==> src/rtl/desc_mem_pkg.sv <==
// rtl/desc_mem_pkg.sv - shared types and widths for the descriptor RAM arbiter
package desc_mem_pkg;

  localparam int DESC_ADDR_W = 11;
  localparam int DESC_DATA_W = 32;
  localparam int DESC_BE_W   = 4;

  typedef enum logic {
    LK_IDLE,
    LK_LOCKED
  } lock_state_t;

  typedef logic master_id_t;

endpackage

==> src/rtl/descriptor_memory_arbiter.sv <==
// rtl/descriptor_memory_arbiter.sv - round-robin two-master arbiter with RMW lock for one descriptor RAM port
module descriptor_memory_arbiter
  import desc_mem_pkg::*;
#(
  parameter int ADDR_W       = DESC_ADDR_W,
  parameter int DATA_W       = DESC_DATA_W,
  parameter int BE_W         = DESC_BE_W,
  parameter int LOCK_TIMEOUT = 64
) (
  input  logic              clk,
  input  logic              reset,
  input  logic [ADDR_W-1:0] m0_address,
  input  logic [BE_W-1:0]   m0_byteenable,
  input  logic              m0_read,
  input  logic              m0_write,
  input  logic [DATA_W-1:0] m0_writedata,
  input  logic              m0_lock,
  output logic              m0_waitrequest,
  output logic [DATA_W-1:0] m0_readdata,
  output logic              m0_readdatavalid,
  input  logic [ADDR_W-1:0] m1_address,
  input  logic [BE_W-1:0]   m1_byteenable,
  input  logic              m1_read,
  input  logic              m1_write,
  input  logic [DATA_W-1:0] m1_writedata,
  input  logic              m1_lock,
  output logic              m1_waitrequest,
  output logic [DATA_W-1:0] m1_readdata,
  output logic              m1_readdatavalid,
  output logic [ADDR_W-1:0] mem_address,
  output logic [BE_W-1:0]   mem_byteenable,
  output logic              mem_chipselect,
  output logic              mem_write,
  output logic [DATA_W-1:0] mem_writedata,
  output logic              mem_clken,
  input  logic [DATA_W-1:0] mem_readdata,
  output logic              lock_timeout_err
);

  localparam int             CNT_W    = $clog2(LOCK_TIMEOUT + 1);
  localparam logic [CNT_W-1:0] CNT_LAST = CNT_W'(LOCK_TIMEOUT - 1);
  localparam logic [CNT_W-1:0] CNT_MAX  = {CNT_W{1'b1}};

  lock_state_t      lock_state_q, lock_state_d;
  master_id_t       owner_q, owner_d;
  master_id_t       rr_last_q, rr_last_d;
  master_id_t       rd_id_q, rd_id_d;
  logic             rd_pend_q, rd_pend_d;
  logic [CNT_W-1:0] idle_cnt_q, idle_cnt_d;

  logic       req0, req1;
  logic       gnt0, gnt1;
  logic       accept;
  master_id_t gnt_id;
  logic       sel_write, sel_lock;
  logic       owner_req;
  logic       timeout;

  assign req0 = m0_read | m0_write;
  assign req1 = m1_read | m1_write;

  // rr_last_q names the most recent winner, so the other master wins a tie
  always_comb begin
    gnt0 = 1'b0;
    gnt1 = 1'b0;
    if (!reset) begin
      if (lock_state_q == LK_LOCKED) begin
        gnt0 = req0 & (owner_q == 1'b0);
        gnt1 = req1 & (owner_q == 1'b1);
      end else if (req0 && req1) begin
        gnt0 = rr_last_q;
        gnt1 = ~rr_last_q;
      end else begin
        gnt0 = req0;
        gnt1 = req1;
      end
    end
  end

  assign accept    = gnt0 | gnt1;
  assign gnt_id    = gnt1;
  assign sel_write = gnt1 ? m1_write : m0_write;
  assign sel_lock  = gnt1 ? m1_lock  : m0_lock;

  assign mem_address    = gnt1 ? m1_address    : m0_address;
  assign mem_byteenable = gnt1 ? m1_byteenable : m0_byteenable;
  assign mem_writedata  = gnt1 ? m1_writedata  : m0_writedata;
  assign mem_chipselect = accept;
  assign mem_write      = accept & sel_write;
  assign mem_clken      = 1'b1;

  assign m0_waitrequest = ~gnt0;
  assign m1_waitrequest = ~gnt1;

  // Read data bus is shared; only the valid strobe is steered by rd_id
  assign m0_readdata      = mem_readdata;
  assign m1_readdata      = mem_readdata;
  assign m0_readdatavalid = ~reset & rd_pend_q & (rd_id_q == 1'b0);
  assign m1_readdatavalid = ~reset & rd_pend_q & (rd_id_q == 1'b1);

  assign owner_req = owner_q ? req1 : req0;
  assign timeout   = ~reset & (lock_state_q == LK_LOCKED) & ~owner_req &
                     (idle_cnt_q == CNT_LAST);
  assign lock_timeout_err = timeout;

  always_comb begin
    lock_state_d = lock_state_q;
    owner_d      = owner_q;
    rr_last_d    = rr_last_q;
    idle_cnt_d   = idle_cnt_q;
    rd_pend_d    = accept & ~sel_write;
    rd_id_d      = accept ? gnt_id : rd_id_q;

    if (accept) begin
      rr_last_d = gnt_id;
    end

    case (lock_state_q)
      LK_IDLE: begin
        idle_cnt_d = '0;
        if (accept && sel_lock) begin
          lock_state_d = LK_LOCKED;
          owner_d      = gnt_id;
        end
      end
      LK_LOCKED: begin
        if (owner_req) begin
          idle_cnt_d = '0;
          if (accept && !sel_lock) begin
            lock_state_d = LK_IDLE;
          end
        end else if (timeout) begin
          // Forced release hands priority away from the stalled owner
          lock_state_d = LK_IDLE;
          idle_cnt_d   = '0;
          rr_last_d    = owner_q;
        end else if (idle_cnt_q != CNT_MAX) begin
          idle_cnt_d = idle_cnt_q + CNT_W'(1);
        end
      end
      default: begin
        lock_state_d = LK_IDLE;
        idle_cnt_d   = '0;
      end
    endcase
  end

  always_ff @(posedge clk) begin
    if (reset) begin
      lock_state_q <= LK_IDLE;
      owner_q      <= 1'b0;
      rr_last_q    <= 1'b1;
      rd_id_q      <= 1'b0;
      rd_pend_q    <= 1'b0;
      idle_cnt_q   <= '0;
    end else begin
      lock_state_q <= lock_state_d;
      owner_q      <= owner_d;
      rr_last_q    <= rr_last_d;
      rd_id_q      <= rd_id_d;
      rd_pend_q    <= rd_pend_d;
      idle_cnt_q   <= idle_cnt_d;
    end
  end

endmodule

==> config.mk <==
export PLATFORM = sky130hd
export DESIGN_NAME = descriptor_memory_arbiter
export DESIGN_NICKNAME = d
export VERILOG_FILES = /design/src/rtl/desc_mem_pkg.sv /design/src/rtl/descriptor_memory_arbiter.sv
export SDC_FILE = /design/constraint.sdc
export NUM_CORES = 1
export LEC_CHECK = 0
export ABC_AREA = 1
export BUFFER_PORTS_ARGS = -buffer_cell sky130_fd_sc_hd__clkbuf_2
export CAP_MARGIN = 15
export CORE_AREA = 2 2 98 100
export DETAILED_ROUTE_END_ITERATION = 8
export DIE_AREA = 0 0 100 102
export MAX_ROUTING_LAYER = met4
export PLACE_DENSITY = 0.55
export REMOVE_ABC_BUFFERS = 1
export SYNTH_ARGS = -nofsm -noshare
export SYNTH_HDL_FRONTEND = slang
export SYNTH_SLANG_ARGS = --single-unit
==> constraint.sdc <==
create_clock -name clk -period 1.5 [get_ports clk]
set_clock_uncertainty 0.1 [all_clocks]
set_input_delay 0.225 -clock clk [delete_from_list [all_inputs] [get_ports clk]]
set_output_delay 0.225 -clock clk [all_outputs]
set_load 0.03 [all_outputs]
==> flow_results.org <==
** Global route
- The first global-routing pass estimated 12.9 mm of wire.
- For this run the aggregate overflow at the end of global routing stands at 0.
- Global routing consumed, over all layers together, 17.6% of the routing resources.
- Initial antenna violation count :: 1
- Largest net degree at the start of global routing :: 44
- The via count of the first global-routing pass was 2,274.

** Yosys
- The synthesized netlist occupies a cell area of 1770 sq um.
- After synthesis, flip-flops and latches occupy 13.6% of the total area.
- YS warnings :: 0
- Unique cell type count in the Yosys netlist :: 28
- Share of the synthesized area in the top cell type :: 34.9%
- Post-synthesis register bit count :: 12
- In this run the mean area of a mapped cell was 5.55 sq um.
- Leading post-synthesis cells by cell area :: nand2_1 35%, buf_4 28%, dfxtp_1 14%
- Of all cell types, the one taking the most synthesized area is nand2_1.
- Mapped Cells :: 318

** Setup path
- Largest fanout on the critical path :: 8
- Worst Setup End Kind :: primary output
- Data required time at the worst endpoint :: 1170 ps
- Among the stages of the critical path, the cell type that occurs most often is nand2_2.
- CP Cell Sequence :: o21ai_4, a21oi_4, nand2_4, buf_12, clkbuf_16, nand2_2, nand2_2, buf_8
- Endpoint of the worst-slack reg-to-reg timing path :: idle_cnt_q[5]
- On the worst path, the slowest cell contributes a delay of 370 ps.
- Critical Setup Path Class :: flop to primary output
- Across all register-to-register paths, the minimum setup slack is -120 ps.
- STA classifies the critical path startpoint as a flop.
- The slowest stage of the critical path belongs to the cell dfxtp_4.
- For the worst setup path, the data arrival time is 1570 ps.
- The critical path ends at mem_byteenable[0].
- FF-to-FF Start :: idle_cnt_q[0]
- Worst reg-to-reg path cell count :: 10
- Critical path origin :: owner_q

** Route
- Vias :: 2,523
- In this run the remaining antenna-violating nets after routing total 0.
- Before antenna repair, the detailed router went through 4 iterations.
- In the routed layout, each cell is associated on average with a via count of 4.48.
- After detailed routing, the number of remaining DRC violations is 0.
- Number of DRC markers in iteration 0 :: 124
- In the final routed layout, each cell accounts on average for 19.0 um.
- The routed design has 10.7 mm of wire.

** Cells and area
- Most common cell after layout, fill and taps aside :: clkbuf_2
- Footprint of the multi-input gates :: 1360 sq um
- The finished cells cover 3710 sq um.
- Filler instances :: 899
- Summing all flip-flop and latch instances after layout gives 248 sq um.
- Nets@finish :: 587
- In the layout the commonest cells are 103 x clkbuf_2, 80 x nand2_1, 58 x nand2_2.
- The area growth from synthesis to layout is 110%.
- Of the cells placed in the final design, the portion with a size suffix greater than 1 is 72.7%.

** Status
- The final reports fail on setup timing.
- The run finished, with violations left.

** Min path
- In this run the worst hold path is classified as primary input to flop.

** Clocking
- CTS built an H-tree with a depth of 1.
- CTS tree :: built
- Num CTS Buffers :: 3
- After clock tree synthesis, the clock-pin slew on the worst setup and hold paths is 60 ps.
- The clock passes through at most 2 buffers.
- Root buffer cell :: clkbuf_8
- Counting every sink on the clock net gives 12.
- For the worst-skew pair, the clock arrives at the later sink with an insertion delay of 250 ps.
- Total of hold buffers inserted after clock tree synthesis :: 0

** Floorplanning
- Row generation in the floorplan step produced 35 rows.
- 253 I/O pins were placed.
- Starting utilization of the core area :: 19.4%
- Die span in x :: 100 um
- The core region is 9110 sq um.
- The die covers 10,200 sq um.
- The die is 102 um tall.

** Timing
- Final Cycle Share :: 126%
- Slack of the critical path :: -397 ps
- For the final routed database, the setup TNS stands at -18,880 ps.
- Number of max-slew violations in the final report :: 0
- Peak Freq :: 527 MHz
- # setup viols final :: 60
- Final hold vios :: 0
- RSZ-0062 raised after global routing :: yes
- Minimum clock period :: 1900 ps

** Place
- The count of buffers added on input and output ports is 155.
- The congestion estimate from routability-driven global placement came to 0.896.
- Detailed placement finished with a half-perimeter wire length of 7.37 mm.
- Summing all placed instances gives a cell area of 2350 sq um.
- Timing analysis after detailed placement gives a worst setup slack of -343 ps.

** Flow run
- Max-cap viol count :: 0

** Pwr
- Total power for the finished layout comes to 3.05 mW.
- Largest voltage drop on the vdd net :: 0.000357 V
- In this run the power density over the cells is 821 nW/um^2.
- Leakage power summed over all cells :: 1.98 nW
## metal layers
| layer | track usage [%] | wire length, um | up-vias |
|---|---|---|---|
| li1 | - | - | 1169 |
| met2 | 22.5 | 4580 | 199 |
| met5 | - | 0 | - |
| met4 | 2.21 | 138 | 0 |
| met3 | 12.5 | 1620 | 9 |
| met1 | 22.9 | 4390 | 1146 |
## critical path, delay by kind of cell, from the launching register on
family | cells | cell delay [ps]
flip-flops | 1 | 370
AND/OR/NAND/NOR | 3 | 250
AO/OA/AOI/OAI | 2 | 220
buffers and inverters | 3 | 470
## what timing repair did
action,CTS,global route
pin swaps,18,22
setup buffers,12,6
cloned,1,9
endpoints found under the setup margin,61,63
gates resized for setup,127,185
## through the flow
step                      hold slack [ps]  utilization (%)  cells
final                                 150             40.7    563
after global routing                  167             40.7    563
after CTS                             148             33.2    551
after detailed placement              350             25.9    534
after global placement                350             25.9    534
after floorplan                       194                -    242
## where the power goes
group          leakage (nW)  internal [mW]  total, mW  switching [mW]
Combinational          1.85           1.10       2.32            1.22
Sequential           0.0999          0.342      0.359          0.0171
Clock                0.0288          0.233      0.372           0.139
Total                  1.98           1.67       3.05            1.37
## final cells by class
type,count,area share (%)
inverter,18,2.19
timing repair buffer,205,49.2
multi-input combinational,212,36.6
tap,111,3.74
clock buffer,4,1.48
antenna,1,0.0675
sequential,12,6.68
## flip-flops by register name (all words and copies together), names as in the netlist
register,flops
idle_cnt_q,7
lock_state_q,1
owner_q,1
rd_id_q,1
rd_pend_q,1
rr_last_q,1
## worst min path at each step
stage                    start        endpoint  slack (ps)  cells past startpoint
6_report               m1_lock         owner_q         150                      3
5_1_grt                m1_lock         owner_q         170                      3
3_3_place_gp   mem_readdata[6]  m0_readdata[6]         350                      0
4_1_cts                m1_lock         owner_q         150                      3
3_5_place_dp   mem_readdata[6]  m0_readdata[6]         350                      0
2_1_floorplan            reset    lock_state_q         190                      1
## Yosys cell counts
library cell and n:
a211oi_1 1, a21oi_1 7, a21oi_2 1, and2_1 1, and3_1 1, buf_2 8
buf_4 66, buf_6 2, conb_1 1, dfxtp_1 12, ha_1 1, inv_1 14
inv_2 4, nand2_1 164, nand2_2 2, nand2_4 1, nand3_1 10, nand3_2 1
nand4_1 1, nor2_1 8, nor2_2 2, nor3_1 4, nor3_4 1, o211ai_1 1
o21a_1 1, o21ai_1 1, o21ai_2 1, or2_2 1
## cells by family after synthesis
family	share of synthesized area, %
AND/OR/NAND/NOR	45.5
other	0.212
adder cells (fa/ha/maj)	0.709
AO/OA/AOI/OAI	4.54
buffers and inverters	35.4
flip-flops	13.6
Note: power is estimated with default switching activity, not from simulation.
